### src/rtl/fifo_write_arbiter.sv
// Round-robin arbiter sharing one FIFO write port among NUM_REQ producers.
// An owner keeps the port for up to MAX_BURST beats; full stalls without losing ownership.
module fifo_write_arbiter #(
    parameter int unsigned DATA_WIDTH = 8,
    parameter int unsigned NUM_REQ    = 4,
    parameter int unsigned MAX_BURST  = 4
) (
    input  logic                          clk,
    input  logic                          rstn,
    input  logic [NUM_REQ-1:0]            req,
    input  logic [NUM_REQ*DATA_WIDTH-1:0] req_data,
    input  logic                          full,
    output logic [NUM_REQ-1:0]            grant,
    output logic                          write_en,
    output logic [DATA_WIDTH-1:0]         write_data,
    output logic                          busy,
    output logic [$clog2(NUM_REQ)-1:0]    owner
);

    localparam int unsigned PTR_W = $clog2(NUM_REQ);
    localparam int unsigned CNT_W = $clog2(MAX_BURST + 1);

    typedef enum logic {
        ST_IDLE = 1'b0,
        ST_OWN  = 1'b1
    } state_e;

    state_e             state_q, state_d;
    logic [PTR_W-1:0]   rr_ptr_q, rr_ptr_d;
    logic [CNT_W-1:0]   burst_cnt_q, burst_cnt_d;
    logic [PTR_W-1:0]   owner_q, owner_d;

    logic               sel_valid;
    logic [PTR_W-1:0]   sel_idx;
    logic [PTR_W-1:0]   sel_inc;
    logic [PTR_W-1:0]   owner_inc;
    logic [CNT_W-1:0]   cnt_inc;
    logic [NUM_REQ-1:0] grant_c;

    // First active requester scanning upward from rr_ptr with wrap-around
    always_comb begin
        int unsigned idx;
        idx       = 0;
        sel_valid = 1'b0;
        sel_idx   = '0;
        for (int unsigned k = 0; k < NUM_REQ; k++) begin
            idx = (32'(rr_ptr_q) + k) % NUM_REQ;
            if (!sel_valid && req[PTR_W'(idx)]) begin
                sel_valid = 1'b1;
                sel_idx   = PTR_W'(idx);
            end
        end
    end

    assign sel_inc   = (sel_idx == PTR_W'(NUM_REQ - 1)) ? '0 : sel_idx + PTR_W'(1);
    assign owner_inc = (owner_q == PTR_W'(NUM_REQ - 1)) ? '0 : owner_q + PTR_W'(1);
    assign cnt_inc   = burst_cnt_q + CNT_W'(1);

    // Next-state and grant decode
    always_comb begin
        state_d     = state_q;
        rr_ptr_d    = rr_ptr_q;
        burst_cnt_d = burst_cnt_q;
        owner_d     = owner_q;
        grant_c     = '0;
        unique case (state_q)
            ST_IDLE: begin
                if (!full && sel_valid) begin
                    grant_c[sel_idx] = 1'b1;
                    owner_d          = sel_idx;
                    burst_cnt_d      = CNT_W'(1);
                    if (MAX_BURST == 1) begin
                        rr_ptr_d = sel_inc;
                    end else begin
                        state_d = ST_OWN;
                    end
                end
            end
            ST_OWN: begin
                if (req[owner_q]) begin
                    if (!full) begin
                        grant_c[owner_q] = 1'b1;
                        burst_cnt_d      = cnt_inc;
                        if (cnt_inc == CNT_W'(MAX_BURST)) begin
                            state_d  = ST_IDLE;
                            rr_ptr_d = owner_inc;
                        end
                    end
                end else begin
                    // Owner left: give up the port, costing one bubble cycle
                    state_d  = ST_IDLE;
                    rr_ptr_d = owner_inc;
                end
            end
            default: state_d = ST_IDLE;
        endcase
    end

    always_ff @(posedge clk or negedge rstn) begin
        if (!rstn) begin
            state_q     <= ST_IDLE;
            rr_ptr_q    <= '0;
            burst_cnt_q <= '0;
            owner_q     <= '0;
        end else begin
            state_q     <= state_d;
            rr_ptr_q    <= rr_ptr_d;
            burst_cnt_q <= burst_cnt_d;
            owner_q     <= owner_d;
        end
    end

    assign grant    = rstn ? grant_c : '0;
    assign write_en = |grant;
    assign busy     = (state_q == ST_OWN);
    assign owner    = owner_q;

    // Grant is one-hot or zero, so an OR of gated slices forms the mux
    always_comb begin
        write_data = '0;
        for (int unsigned i = 0; i < NUM_REQ; i++) begin
            if (grant[i]) begin
                write_data = write_data | req_data[i*DATA_WIDTH +: DATA_WIDTH];
            end
        end
    end

endmodule

### config.mk
export PLATFORM = sky130hd
export DESIGN_NAME = fifo_write_arbiter
export DESIGN_NICKNAME = d
export VERILOG_FILES = /design/src/rtl/fifo_write_arbiter.sv
export SDC_FILE = /design/constraint.sdc
export NUM_CORES = 1
export LEC_CHECK = 0
export BUFFER_PORTS_ARGS = -buffer_cell sky130_fd_sc_hd__buf_2
export CAP_MARGIN = 15
export CORE_AREA = 2 2 52 54
export CTS_CLUSTER_DIAMETER = 30
export DETAILED_ROUTE_END_ITERATION = 6
export DIE_AREA = 0 0 54 56
export GPL_TIMING_DRIVEN = 0
export HOLD_SLACK_MARGIN = 0.02
export PLACE_DENSITY = 0.68
export SYNTH_ARGS = -nofsm -noshare
export SYNTH_HDL_FRONTEND = slang
export SYNTH_SLANG_ARGS = --single-unit
### constraint.sdc
create_clock -name clk -period 5.5 [get_ports clk]
set_input_delay 1.1 -clock clk [delete_from_list [all_inputs] [get_ports clk]]
set_output_delay 1.1 -clock clk [all_outputs]
set_load 0.005 [all_outputs]
==> results.py <==
metrics = {
    "yosys": {
        "ys_ff_latch": 8,
        "netlist_instances": 103,
        "synth_edf_count": 0,
        "synth.top_cells.by_count": "12 x inv_1, 11 x nand3_1",
        "async_reset_ff_frac": 1.00,
        "synthesis.area_um2": 876,
        "yosys.area.top_type_share": 0.229,
        "yosysWarnings": 0,
        "avgSynthCellArea_um2": 8.50,
        "netlist.top_cell.by_area": "dfrtp_1",
        "synth_area_leaders": "dfrtp_1 23%, ha_1 8.6%, a22oi_1 6.9%",
        "synth_flop_cell": "dfrtp_1",
        "yosysSeqAreaShare": 0.229,
        "syn-num-nets": 148,
        "synth.distinct_cells": 33,
        "yosys.cell_count.top_type": "inv_1",
    },
    "timing": {
        "fin_skew_ns": 0.000262,
        "tightestPinTransition_ns": 0.755,
        "setup_tns_ns": 0,
        "hold_viol_final": 0,
        "drv_slew": 0,
        "rsz0062_at_grt": "false",
        "max_slew_margin": 0.493,
        "finalSetupViolCount": 0,
        "period_needed_ns": 4.10,
        "fmax_mhz": 244,
        "fin_crit_sh": 0.745,
    },
    "worst_setup_path": {
        "regToRegStartpoint": "owner[0]",
        "crit_fanout": 10,
        "path_buf_inv": 2,
        "crit_type": "in2out",
        "crit_cells": 8,
        "crit_family": "compound AO/OA/AOI/OAI gates",
        "timing.rr.end": "burst_cnt_q[2]",
        "path_cells": "buf_2 -> nor2b_1 -> nor4b_1 -> nor2_1 -> o31ai_2 -> a22oi_1 -> o211ai_1 -> buf_2",
        "slowest_stage": "o31ai_2",
        "timing.critical_path.mode_cell": "buf_2",
        "crit_path_end": "write_data[3]",
        "crit_required_ns": 4.40,
        "reg2reg_depth": 5,
        "reg2reg_slack_ns": 3.64,
        "endpoint_kind": "output port",
        "cp_slowest_stage_delay_ns": 0.70,
        "crit_path_start_kind": "input port",
        "crit_arrival_ns": 3.00,
        "startpoint": "req[0]",
    },
    "clocking": {
        "cts_hold_buf": 0,
        "post_cts_resized": 0,
        "clk_pin_slew_ns": 0.05,
        "cts_sinks": 8,
        "clock_latency_ns": 0.25,
        "cts_buffer_depth": 2,
        "cts_buffers": 3,
        "cts_tree": "built",
        "clockRootBuffer": "clkbuf_4",
        "cts_setup_buffers": 0,
        "cts_htree_levels": 1,
    },
    "route": {
        "avgRoutedWirePerCell_um": 12.3,
        "via_per_inst": 5.16,
        "via_count": 981,
        "totalWireLength_um": 2340,
        "ant_nets": 0,
        "drt_iter0_markers": 14,
        "drc_errors": 0,
        "first_pass_iters": 4,
    },
    "placement": {
        "gp_congestion": 0.822,
        "numPortBuffers": 54,
        "hpwl_um": 1920,
    },
    "floorplanning": {
        "initial_utilization": 0.360,
        "die_area_um2": 3020,
        "core_um2": 2430,
        "core.rowCount": 18,
        "die_x_um": 54,
        "io_pins": 55,
        "die_y_um": 56,
    },
    "power": {
        "irDropWorstVdd_mv": 0.196,
        "power_density_nw_per_um2": 345,
        "p_sw_mw": 0.181,
        "p_leak_nw": 0.612,
        "p_comb_frac": 0.610,
        "sw_frac_of_total": 0.436,
        "power.share.sequential": 0.284,
        "p_clk_frac": 0.106,
        "power.internal_mw": 0.234,
    },
    "final_layout": {
        "n_fill_cell": 236,
        "multi_input_area_um2": 622,
        "diodes": 0,
        "drive_gt1_frac": 0.438,
        "seqCellArea_um2": 200,
        "fin_util": 0.496,
        "areaGrowthSynthToFinish_pct": 37.7,
        "nets": 207,
    },
    "worst_hold_path": {
        "worstHoldPathType": "reg2reg",
    },
    "global_routing": {
        "grt_use_total": 0.157,
        "grt.overflow.total": 0,
        "grt_max_degree": 14,
        "grt_antenna_before_repair": 0,
        "grt_pass1_vias": 930,
        "grt_pass1_wl_um": 3750,
    },
    "flow_run": {
        "maxCapViolCount": 0,
    },
    "outcome": {
        "status": "complete, no violations",
    },
}
[state kept, by name (all words and copies together), names as in the netlist]
register	flops
rr_ptr_q	2
burst_cnt_q	3
owner	2
busy	1
[worst min path at each step]
stage,start,endpoint,slack (ns),cells after the start
2_1_floorplan,burst_cnt_q[1],burst_cnt_q[1],0.47,2
3_3_place_gp,burst_cnt_q[1],burst_cnt_q[1],0.49,2
3_5_place_dp,burst_cnt_q[2],burst_cnt_q[2],0.50,1
4_1_cts,burst_cnt_q[2],burst_cnt_q[2],0.51,1
5_1_grt,burst_cnt_q[1],burst_cnt_q[1],0.54,2
6_report,burst_cnt_q[2],burst_cnt_q[2],0.51,1
[through the flow]
stage / instances / worst slack, ns / total power [mW] / hold slack (ns) / instance area, µm²
4_1_cts: 190 / 1.40 / 0.422 / 0.511 / 1210
6_report: 190 / 1.40 / 0.416 / 0.512 / 1210
3_3_place_gp: 187 / 1.40 / 0.367 / 0.486 / 1180
5_1_grt: 190 / 1.16 / 0.461 / 0.537 / 1210
3_5_place_dp: 187 / 1.38 / 0.376 / 0.502 / 1180
2_1_floorplan: 103 / 1.82 / 0.287 / 0.469 / 876
[metal layers]
layer  vias up  global-route usage  share of wire
met2        31               0.291           0.53
li1        495                   -              -
met3         0              0.0242          0.056
met4         0              0.0357              0
met1       455               0.182           0.41
met5         -                   0              0
[placed cells by master, fill, tap and decap left out, types with 2 or more instances in the layout]
cell type  count
nand3_1       11
nor2b_1        5
dfrtp_1        8
o21ai_0        7
nand2_1        8
buf_2         55
a22oi_1        8
nor2_1         4
clkbuf_4       3
o21ai_4        2
inv_1         12
o211ai_1       8
nor4_1         2
nor3_1         2
ha_1           6
[cell type report]
| class | instances | area share |
|---|---|---|
| buffer | 2 | 0.00726 |
| clock buffer | 3 | 0.0187 |
| inverter | 12 | 0.0373 |
| multi-input combinational | 81 | 0.516 |
| sequential | 8 | 0.166 |
| tap | 30 | 0.0311 |
| timing repair buffer | 54 | 0.224 |
[power groups by stage]
stage	clock, mW	sequential, mW	combinational [mW]
finish	0.0439	0.118	0.253
global route	0.0499	0.124	0.287
CTS	0.0459	0.119	0.257
detailed placement	0	0.120	0.256
global placement	0	0.117	0.249
floorplan	0	0.113	0.174
[worst register-to-register path, delay by kind of cell (launching register included)]
family,cells,cell delay [ns]
compound gates,2,0.27
mux,1,0.40
simple gates,2,0.62
flops,1,0.46
[kinds of logic after synthesis]
family | synth area share
simple gates | 0.283
compound gates | 0.281
buf+inv | 0.0614
flops | 0.229
fa+ha+maj | 0.0857
mux | 0.0500
xor+xnor | 0.0100
(Power assumes the default switching activity.)
